--- config.mk ---
export PLATFORM = sky130hd
export DESIGN_NAME = uart_rx_fifo
export DESIGN_NICKNAME = d
export VERILOG_FILES = /design/src/rtl/uart_rx_fifo.sv
export SDC_FILE = /design/constraint.sdc
export NUM_CORES = 1
export LEC_CHECK = 0
export CAP_MARGIN = 40
export CORE_MARGIN = 10
export CORE_UTILIZATION = 40
export CTS_CLUSTER_DIAMETER = 50
export DETAILED_ROUTE_END_ITERATION = 10
export PLACE_DENSITY = 0.66
export SLEW_MARGIN = 0
export SYNTH_ARGS = -nofsm -noshare
export SYNTH_HDL_FRONTEND = slang
export SYNTH_SLANG_ARGS = --single-unit
--- constraint.sdc ---
create_clock -name Clock -period 2.8 [get_ports Clock]
set_clock_uncertainty 0.2 [all_clocks]
set_input_delay 0.56 -clock Clock [delete_from_list [all_inputs] [get_ports Clock]]
set_output_delay 0.56 -clock Clock [all_outputs]
set_load 0.1 [all_outputs]
--- src/rtl/uart_rx_fifo.sv ---
// Buffers UART receive bytes in a circular FIFO and presents them on a first-word-fall-through read port.
// A byte is readable one cycle after the strobe edge. Bytes arriving while full (with no pop) are dropped and set Overrun.
module uart_rx_fifo #(
  parameter int DEPTH_LOG2 = 4
) (
  input  logic                  Clock,
  input  logic                  Reset_N,
  input  logic                  RX_Receive,
  input  logic [7:0]            RX_Data,
  input  logic                  Read_Ready,
  output logic                  Read_Valid,
  output logic [7:0]            Read_Data,
  output logic [DEPTH_LOG2:0]   Level,
  output logic                  Full,
  output logic                  Empty,
  output logic                  Overrun,
  input  logic                  Overrun_Clear
);

  localparam int                  DEPTH     = 1 << DEPTH_LOG2;
  localparam logic [DEPTH_LOG2:0] LEVEL_MAX = (DEPTH_LOG2 + 1)'(DEPTH);
  localparam logic [DEPTH_LOG2:0] LEVEL_ONE = (DEPTH_LOG2 + 1)'(1);
  localparam logic [DEPTH_LOG2-1:0] PTR_ONE = DEPTH_LOG2'(1);

  logic [7:0]            mem [DEPTH];
  logic [DEPTH_LOG2-1:0] wr_ptr;
  logic [DEPTH_LOG2-1:0] rd_ptr;
  logic                  Strobe_Prev;

  logic write_req;
  logic pop;
  logic wr_en;
  logic overrun_set;

  assign Full       = (Level == LEVEL_MAX);
  assign Empty      = (Level == '0);
  assign Read_Valid = ~Empty;
  assign Read_Data  = Empty ? 8'h00 : mem[rd_ptr];

  // A full FIFO still accepts a byte when the same cycle pops one out.
  assign write_req   = RX_Receive & ~Strobe_Prev;
  assign pop         = Read_Valid & Read_Ready;
  assign wr_en       = write_req & (~Full | pop);
  assign overrun_set = write_req & Full & ~pop;

  always_ff @(posedge Clock) begin
    if (wr_en) begin
      mem[wr_ptr] <= RX_Data;
    end
  end

  always_ff @(posedge Clock or negedge Reset_N) begin
    if (!Reset_N) begin
      Strobe_Prev <= 1'b0;
      wr_ptr      <= '0;
      rd_ptr      <= '0;
      Level       <= '0;
      Overrun     <= 1'b0;
    end else begin
      Strobe_Prev <= RX_Receive;
      if (wr_en) begin
        wr_ptr <= wr_ptr + PTR_ONE;
      end
      if (pop) begin
        rd_ptr <= rd_ptr + PTR_ONE;
      end
      case ({wr_en, pop})
        2'b10:   Level <= Level + LEVEL_ONE;
        2'b01:   Level <= Level - LEVEL_ONE;
        default: Level <= Level;
      endcase
      if (overrun_set) begin
        Overrun <= 1'b1;
      end else if (Overrun_Clear) begin
        Overrun <= 1'b0;
      end
    end
  end

endmodule

==> flow_metrics.py, run 1 <==
metrics = {
    "synth": {
        "synthCells": 306,
        "synthSimpleGateAreaFrac_pct": 4.57,
        "synth_mux_area_share_pct": 15.6,
        "syn_area_per_cell_um2": 19.1,
        "ys_warn_count": 0,
        "synth_top_family_by_area": "multiplexers",
        "synth_fa_ha_area_share_pct": 1.49,
        "synth_top_area_share_pct": 65.6,
        "ys_types": 37,
        "synth_compound_area_share_pct": 2.78,
        "ys_seq_area_share_pct": 72.0,
        "synth_largest_area_cell": "edfxtp_1",
        "netlist_top_cells_area": "edfxtp_1 (66%), mux4_2 (12%), dfrtp_1 (6.4%), mux2i_1 (3.1%), ha_1 (1.5%)",
        "ys_ff_latch": 143,
        "syn_area_mm2": 0.00586,
        "syn_nets": 326,
        "synth_xor_area_share_pct": 1.49,
    },
    "timing": {
        "maxSlewViolCount": 0,
        "finalCritPeriodShare_pct": 104,
        "finalSetupViolations": 8,
        "relSlewSlack_pct": 54.1,
        "hold_violations": 0,
        "worst_pin_slew_ps": 687,
        "fin_crit_ps": 2910,
        "setup_slack_ps": -105,
        "fmax_mhz": 344,
        "rsz0062_at_grt": "yes",
    },
    "setup_path": {
        "cp.arrival_ps": 2140,
        "crit_start": "rd_ptr[0]$_DFFE_PN0P_",
        "r2r-start": "Level[1]$_DFFE_PN0P_",
        "reg2reg_slack_ps": 170,
        "endpoint_kind": "primary output",
        "startpoint_type": "register",
        "path_class": "reg2out",
        "cp.required_ps": 2040,
        "ff2ff_path_depth": 9,
        "r2r_end": "Level[4]$_DFFE_PN0P_",
        "cp_max_fo": 19,
    },
    "cells_and_area": {
        "final_area_mm2": 0.00749,
        "final_cell_mix": "edfxtp_1 (128), mux4_2 (32), buf_4 (25)",
        "finish.utilization_pct": 51.9,
        "nets": 380,
        "layout-drive-gt1-share_pct": 39.1,
        "final_common_cell": "edfxtp_1",
        "stdcell_count": 557,
        "n_antenna_cell": 0,
        "synthToLayoutAreaGrowth_pct": 27.8,
    },
    "place": {
        "place_hpwl_mm": 7.45,
        "place.gp.congestion": 0.772,
        "place_inst": 525,
        "numPortBuffers": 29,
        "dpl_cell_area_mm2": 0.00676,
    },
    "global_route": {
        "grt_pass1_vias": 3189,
        "grt_max_degree": 29,
        "grt_pass1_wl_mm": 18.3,
        "antenna_found_initial": 0,
        "grt.overflow.total": 0,
        "grt_use_total_pct": 12.2,
    },
    "pwr": {
        "p_int_mw": 5.58,
        "irDropWorstVdd_v": 0.00158,
        "power.clock.fraction_pct": 23.6,
        "swShare_pct": 39.5,
        "p_comb_share_pct": 46.8,
        "p_per_area_mw_per_mm2": 1230,
        "p_leak_nw": 2.50,
        "pwr-share-seq_pct": 29.5,
        "p_sw_mw": 3.65,
    },
    "floorplan": {
        "core_area_mm2": 0.0144,
        "die-width_um": 141,
        "dieArea_mm2": 0.0199,
        "row_count": 44,
        "io_pins": 30,
        "start_util_pct": 40.6,
        "die-height_um": 141,
    },
    "cts": {
        "numCtsBuffers": 17,
        "cts_tree": "done",
        "clock_path_buffers": 2,
        "clock_latency_ps": 410,
        "htree_levels": 4,
        "clock-sinks": 143,
        "root_buffer": "clkbuf_16",
        "post_cts_buffers": 0,
        "clkSlewWorstSetupHoldPaths_ps": 60,
    },
    "worst_hold_path": {
        "min-delay-start": "rd_ptr[3]$_DFFE_PN0P_",
        "holdCritPathClass": "reg2reg",
        "hold_depth": 1,
        "min_to": "rd_ptr[3]$_DFFE_PN0P_",
    },
    "route": {
        "drt_iter0_drc": 223,
        "firstDrtPassIters": 4,
        "wl_per_cell_um": 20.4,
        "drcViolationCount": 0,
        "num_vias": 2959,
        "via_per_inst": 5.31,
        "routed_wl_mm": 11.4,
        "postRouteAntennaNets": 0,
    },
    "outcome": {
        "violations": "setup timing",
        "status": "finished, violations left",
    },
    "job": {
        "cap_violations": 0,
    },
}
[power groups by stage]
stage	clock, mW	combinational [mW]	sequential, mW
3_3_place_gp	0	4.02	2.76
6_report	2.18	4.32	2.73
3_5_place_dp	0	4.05	2.76
5_1_grt	2.30	4.53	2.76
4_1_cts	2.21	4.36	2.73
2_1_floorplan	0	2.68	2.96
[per-stage QoR]
stage                     total power [mW]  TNS, ps  hold slack (ps)  setup slack (ps)
after floorplan                       5.64    -87.5             64.4             -20.3
after global placement                6.78        0              264              56.5
after detailed placement              6.82        0              268              9.20
after CTS                             9.30     -765              278              -113
after global routing                  9.59    -1230              279              -181
final                                 9.23     -506              269              -105
[worst max-delay path by stage]
stage	endpoint	slack (ps)	depth (start not counted)
finish	Read_Data[0]	-110	5
global route	Read_Data[0]	-180	5
global placement	mem[0][7]$_DFFE_PP_	60	5
detailed placement	mem[3][5]$_DFFE_PP_	9	5
CTS	Read_Data[2]	-110	5
floorplan	Level[4]$_DFFE_PN0P_	-20	10
[flip-flops by register name, summed over array words and instances, names as in the netlist]
register and flops:
mem 128, Overrun 1, Level 5, wr_ptr 4, Strobe_Prev 1, rd_ptr 4
[area by class of cell]
type | instances | area, µm²
tap | 184 | 230
clock inverter | 15 | 153
inverter | 9 | 37.5
clock buffer | 17 | 425
multi-input combinational | 138 | 1820
sequential | 143 | 4230
fill | 1128 | 6930
timing repair buffer | 51 | 588
[worst max-delay path: stages (launching register included)]
cell and delay, ps:
dfrtp_2 410, buf_12 210, mux4_2 580, mux2i_4 220, o22ai_4 120, buf_12 180
[metal layers]
metal  part of all wire, %  wire (µm)  track usage, %  up-vias
met5                     0          0               0        -
met4                   1.0        119            4.78        0
met3                   5.4        614            3.76        8
met2                    53       6020            20.3       74
met1                    41       4610            14.3     1546
li1                      -          -               -     1331
[cells by family (layout without fill, tap and decap cells)]
kind of cell,count (synthesis),in the layout
muxes,51,51
and+or+nand+nor,50,50
buffers and inverters,25,92
adders and majority gates,7,7
DFF,143,143
xor gates and xnor gates,10,10
AOI/OAI and AO/OA,20,20
[synth_stat cells]
| cell | instances |
|---|---|
| and2_1 | 10 |
| o21ai_0 | 3 |
| nand2b_1 | 3 |
| nand3_1 | 5 |
| xnor2_1 | 8 |
| nand4_1 | 2 |
| nand2_1 | 11 |
| a22oi_1 | 1 |
| nor4_1 | 1 |
| mux2_4 | 1 |
| edfxtp_1 | 128 |
| a31oi_1 | 1 |
| mux4_2 | 32 |
| nor2_1 | 6 |
| o211ai_4 | 1 |
| buf_8 | 1 |
| and3b_1 | 1 |
| inv_1 | 9 |
| a21oi_1 | 2 |
| xor2_1 | 2 |
| o22ai_1 | 8 |
| buf_1 | 1 |
| o31a_2 | 1 |
| buf_6 | 1 |
| nor3_1 | 5 |
| or4_4 | 1 |
| o211ai_1 | 1 |
| a21boi_4 | 1 |
| mux2i_1 | 18 |
| buf_2 | 5 |
| clkbuf_1 | 8 |
| nor3b_1 | 1 |
| or3_2 | 1 |
| dfrtp_1 | 15 |
| nor2b_1 | 3 |
| a21bo_4 | 1 |
| ha_1 | 7 |
[repair_timing]
action / 4_1_cts / 5_1_grt
gates resized for setup: 24 / 2
setup endpoints to repair: 8 / 9
hold buffers: 0 / 0
pin swaps: 1 / 0
Note: power is estimated with default switching activity, not from simulation.
==> run 2: changes to the inputs <==
Settings changed: CELL_PAD_IN_SITES_DETAIL_PLACEMENT from default to 0, CELL_PAD_IN_SITES_GLOBAL_PLACEMENT from default to 2, MAX_ROUTING_LAYER from default to met4, PLACE_DENSITY 0.66 to 0.79.
==> flow_metrics.py, run 2 (same netlist as run 1, synthesis figures left out) <==
metrics = {
    "setup_path": {
        "cp_max_fo": 5,
        "cp.arrival_ps": 2200,
        "endpoint_kind": "primary output",
        "reg2reg_slack_ps": 180,
        "cp.required_ps": 2040,
        "startpoint_type": "register",
        "path_class": "reg2out",
    },
    "route": {
        "drt_iter0_drc": 219,
        "drcViolationCount": 0,
        "routed_wl_mm": 12.4,
        "firstDrtPassIters": 4,
        "via_per_inst": 5.32,
        "wl_per_cell_um": 21.5,
        "num_vias": 3070,
        "postRouteAntennaNets": 0,
    },
    "cells_and_area": {
        "final_area_mm2": 0.00780,
        "final_common_cell": "edfxtp_1",
        "largest_reg_flops": 128,
        "finish.utilization_pct": 54.1,
        "synthToLayoutAreaGrowth_pct": 33.2,
        "regMostFlops": "mem",
        "n_antenna_cell": 0,
        "layout-drive-gt1-share_pct": 41.0,
        "reg_top3": "mem x128, Level x5",
        "stdcell_count": 577,
        "nFillCells": 1109,
        "final_cell_mix": "edfxtp_1 (128), mux4_2 (32), buf_4 (31)",
        "nets": 400,
    },
    "global_route": {
        "met1_usage_pct": 16.8,
        "gr-usage-met2_pct": 21.1,
        "grtUsageMet3_pct": 4.03,
        "antenna_found_initial": 0,
        "grt.overflow.total": 0,
        "busiest_layer": "met2",
        "grt_max_degree": 33,
        "grt_pass1_vias": 3283,
        "grt_pass1_wl_mm": 19.6,
        "grt_use_total_pct": 13.7,
    },
    "floorplan": {
        "dieArea_mm2": 0.0199,
        "die-width_um": 141,
        "row_count": 44,
        "start_util_pct": 40.6,
        "io_pins": 30,
        "die-height_um": 141,
        "core_area_mm2": 0.0144,
    },
    "cts": {
        "clkSlewWorstSetupHoldPaths_ps": 60,
        "cts_tree": "done",
        "ctsHoldBuffers": 0,
        "clock_path_buffers": 2,
        "root_buffer": "clkbuf_16",
        "numCtsBuffers": 17,
        "clock-sinks": 143,
        "clock_latency_ps": 420,
        "htree_levels": 4,
    },
    "place": {
        "place_inst": 536,
        "post-place-ws_ps": 16.8,
        "dpl_cell_area_mm2": 0.00693,
        "numPortBuffers": 29,
        "place.gp.congestion": 0.784,
        "place_hpwl_mm": 7.97,
    },
    "timing": {
        "worst_pin_slew_ps": 783,
        "finalCritPeriodShare_pct": 106,
        "finalSetupViolations": 8,
        "relSlewSlack_pct": 47.6,
        "fin_crit_ps": 2960,
        "setup_slack_ps": -157,
        "maxSlewViolCount": 0,
        "fmax_mhz": 338,
        "rsz0062_at_grt": "yes",
        "hold_violations": 0,
    },
    "outcome": {
        "status": "finished, violations left",
        "violations": "setup timing",
    },
    "worst_hold_path": {
        "holdCritPathClass": "reg2reg",
    },
    "pwr": {
        "p_leak_nw": 2.63,
        "p_per_area_mw_per_mm2": 1210,
        "irDropWorstVdd_v": 0.000872,
    },
    "job": {
        "cap_violations": 0,
    },
}
-- run 2: final cells by class --
type	count	area, µm²	share of cell area, %
timing repair buffer	71	927	11.9
inverter	9	37.5	0.481
clock inverter	13	73.8	0.946
multi-input combinational	138	1870	23.9
clock buffer	19	433	5.55
sequential	143	4230	54.3
tap	184	230	2.95
-- run 2: report_power, final --
part           total, mW  internal (mW)  leakage [nW]  switching, mW
Combinational       4.78           2.11          1.05           2.67
Sequential          2.74           2.54          1.33          0.200
Clock               1.93           1.11         0.247          0.816
Total               9.45           5.76          2.63           3.68
-- run 2: layer usage --
layer  vias to the layer above  part of all wire (%)  routed length [µm]
li1                       1375                     -                   -
met1                      1593                    44                5460
met2                        84                    50                6220
met3                        18                   4.5                 559
met4                         0                   1.5                 184
met5                         -                     0                   0
-- run 2: metrics by stage --
stage / hold WS [ps] / power (mW) / TNS [ps]
after CTS: 334 / 9.47 / -1420
after global placement: 323 / 6.86 / 0
final: 329 / 9.45 / -998
after global routing: 382 / 9.85 / -1550
after detailed placement: 323 / 6.87 / 0
after floorplan: 64.4 / 5.64 / -87.5
-- run 2: final timing paths --
kind                                        from                    end  cells past startpoint
setup / recovery           rd_ptr[0]$_DFFE_PN0P_           Read_Data[2]                      7
hold / removal               Overrun$_DFFE_PN0P_    Overrun$_DFFE_PN0P_                      2
setup reg to reg            Level[2]$_DFFE_PN0P_   Level[4]$_DFFE_PN0P_                      9
hold reg to reg              Overrun$_DFFE_PN0P_    Overrun$_DFFE_PN0P_                      2
max in group asynchronous                Reset_N   Level[2]$_DFFE_PN0P_                      1
min in group asynchronous                Reset_N  wr_ptr[0]$_DFFE_PN0P_                      1
-- run 2: worst max-delay path, stage by stage (launching register included) --
cell and delay (ps):
dfrtp_2 440, buf_12 140, buf_12 130, buf_16 130, mux4_2 470, mux2i_4 190, o22ai_4 110, buf_12 170
-- run 2: repair_timing --
| item | 4_1_cts | 5_1_grt |
|---|---|---|
| setup endpoints to repair | 8 | 9 |
| resized for setup | 28 | 8 |
| buffers inserted | 7 | 0 |
| gates cloned | 4 | 0 |
| pin swaps | 8 | 8 |
==> run 3: changes to the inputs <==
Settings changed: SLEW_MARGIN 0 to 20.
==> flow_metrics.py, run 3 (same netlist as run 1, synthesis figures left out) <==
metrics = {
    "outcome": {
        "status": "finished, violations left",
        "violations": "setup timing",
    },
    "global_route": {
        "grt_pass1_wl_mm": 19.6,
        "grt_pass1_vias": 3283,
        "grt.overflow.total": 0,
        "grt_use_total_pct": 13.7,
        "antenna_found_initial": 0,
        "grt_max_degree": 33,
    },
    "pwr": {
        "p_comb_share_pct": 50.6,
        "power.clock.fraction_pct": 20.4,
        "p_sw_mw": 3.68,
        "p_leak_nw": 2.63,
        "pwr-share-seq_pct": 29.0,
        "p_per_area_mw_per_mm2": 1210,
        "swShare_pct": 39.0,
        "p_total_mw": 9.45,
        "irDropWorstVdd_v": 0.000872,
        "p_int_mw": 5.76,
    },
    "timing": {
        "rsz0062_at_grt": "yes",
        "fin_crit_ps": 2950,
        "hold_violations": 0,
        "finalSetupViolations": 8,
        "relSlewSlack_pct": 59.8,
        "maxSlewViolCount": 0,
        "worst_pin_slew_ps": 601,
        "finalCritPeriodShare_pct": 105,
        "setup_slack_ps": -154,
        "fmax_mhz": 339,
    },
    "cts": {
        "clock-sinks": 143,
        "root_buffer": "clkbuf_16",
        "numCtsBuffers": 17,
        "clkSlewWorstSetupHoldPaths_ps": 60,
        "cts_tree": "done",
        "htree_levels": 4,
        "clock_path_buffers": 2,
        "clock_latency_ps": 420,
    },
    "route": {
        "drcViolationCount": 0,
        "postRouteAntennaNets": 0,
        "drt_iter0_drc": 223,
        "firstDrtPassIters": 4,
        "wl_per_cell_um": 21.5,
        "routed_wl_mm": 12.4,
        "via_per_inst": 5.34,
        "num_vias": 3084,
    },
    "cells_and_area": {
        "final_common_cell": "edfxtp_1",
        "synthToLayoutAreaGrowth_pct": 33.4,
        "finish.utilization_pct": 54.2,
        "n_antenna_cell": 0,
        "largest_reg_flops": 128,
        "stdcell_count": 578,
        "layout-drive-gt1-share_pct": 41.1,
        "nets": 401,
        "reg_top3": "mem x128, Level x5",
        "regMostFlops": "mem",
        "final_area_mm2": 0.00782,
        "final_cell_mix": "edfxtp_1 (128), mux4_2 (32), buf_4 (31)",
    },
    "job": {
        "cap_violations": 0,
    },
    "setup_path": {
        "cp_num_buf_inv": 4,
        "ff2ff_path_depth": 9,
        "slowest_stage": "mux4_2",
        "slowest_delay_ps": 470,
        "path_class": "reg2out",
        "endpoint_kind": "primary output",
        "cp_max_fo": 5,
        "cpLargestDelayFamily": "multiplexers",
        "crit_chain": "buf_12, buf_12, buf_16, mux4_2, mux2i_4, o22ai_4, buf_12",
        "startpoint_type": "register",
        "path_depth": 7,
        "path_common_cell": "buf_12",
        "cp.required_ps": 2040,
        "cp.arrival_ps": 2190,
    },
    "place": {
        "place_hpwl_mm": 7.97,
        "place_inst": 536,
        "numPortBuffers": 29,
        "dpl_cell_area_mm2": 0.00693,
        "post-place-ws_ps": 16.8,
        "place.gp.congestion": 0.784,
    },
    "floorplan": {
        "die-height_um": 141,
        "io_pins": 30,
        "die-width_um": 141,
        "dieArea_mm2": 0.0199,
        "core_area_mm2": 0.0144,
        "start_util_pct": 40.6,
        "row_count": 44,
    },
    "worst_hold_path": {
        "holdCritPathClass": "in2async",
    },
}
==> run 3: worst paths after layout <==
path / slack (ps) / startpoint / to
worst min-delay path: 220 / Reset_N / wr_ptr[3]$_DFFE_PN0P_
max in group asynchronous: 1760 / Reset_N / Level[2]$_DFFE_PN0P_
worst max-delay path: -150 / rd_ptr[0]$_DFFE_PN0P_ / Read_Data[2]
min in group Clock: 330 / Overrun$_DFFE_PN0P_ / Overrun$_DFFE_PN0P_
worst min register to register: 330 / Overrun$_DFFE_PN0P_ / Overrun$_DFFE_PN0P_
worst max register to register: 170 / Level[2]$_DFFE_PN0P_ / Level[4]$_DFFE_PN0P_
==> run 3: power groups by stage <==
stage	Clock, mW	Sequential, mW	Combinational, mW
floorplan	0	2.96	2.68
global placement	0	2.79	4.07
detailed placement	0	2.80	4.08
CTS	1.97	2.74	4.76
global route	2.06	2.77	5.01
finish	1.93	2.74	4.78
==> run 3: layout make-up <==
type,instances,area (µm²)
flip-flops and latches,143,4230
repair buffers,72,942
multi-input cells,138,1870
fillers,1107,6610
clock buffers,19,433
inverters,9,37.5
clock inverters,13,73.8
well taps,184,230
==> run 3: through the flow <==
| step | setup TNS [ps] | hold WS [ps] |
|---|---|---|
| 2_1_floorplan | -87.5 | 64.4 |
| 3_3_place_gp | 0 | 323 |
| 3_5_place_dp | 0 | 323 |
| 4_1_cts | -1420 | 334 |
| 5_1_grt | -1550 | 227 |
| 6_report | -977 | 220 |
==> run 3: routing by layer <==
| layer | vias up | wire length (µm) | GRT usage (%) | share of wire, % |
|---|---|---|---|---|
| li1 | 1378 | - | - | - |
| met3 | 14 | 668 | 4.03 | 5.4 |
| met1 | 1590 | 5380 | 16.8 | 43 |
| met5 | - | 0 | - | 0 |
| met2 | 102 | 6210 | 21.1 | 50 |
| met4 | 0 | 158 | 4.89 | 1.3 |
==> run 3: repair_timing <==
item | CTS | global route
endpoints found under the hold margin | 0 | 0
resized for setup | 28 | 8
pin swaps | 8 | 8
gates cloned | 4 | 0
setup buffers | 7 | 0
hold buffers | 0 | 0
endpoints found under the setup margin | 8 | 9
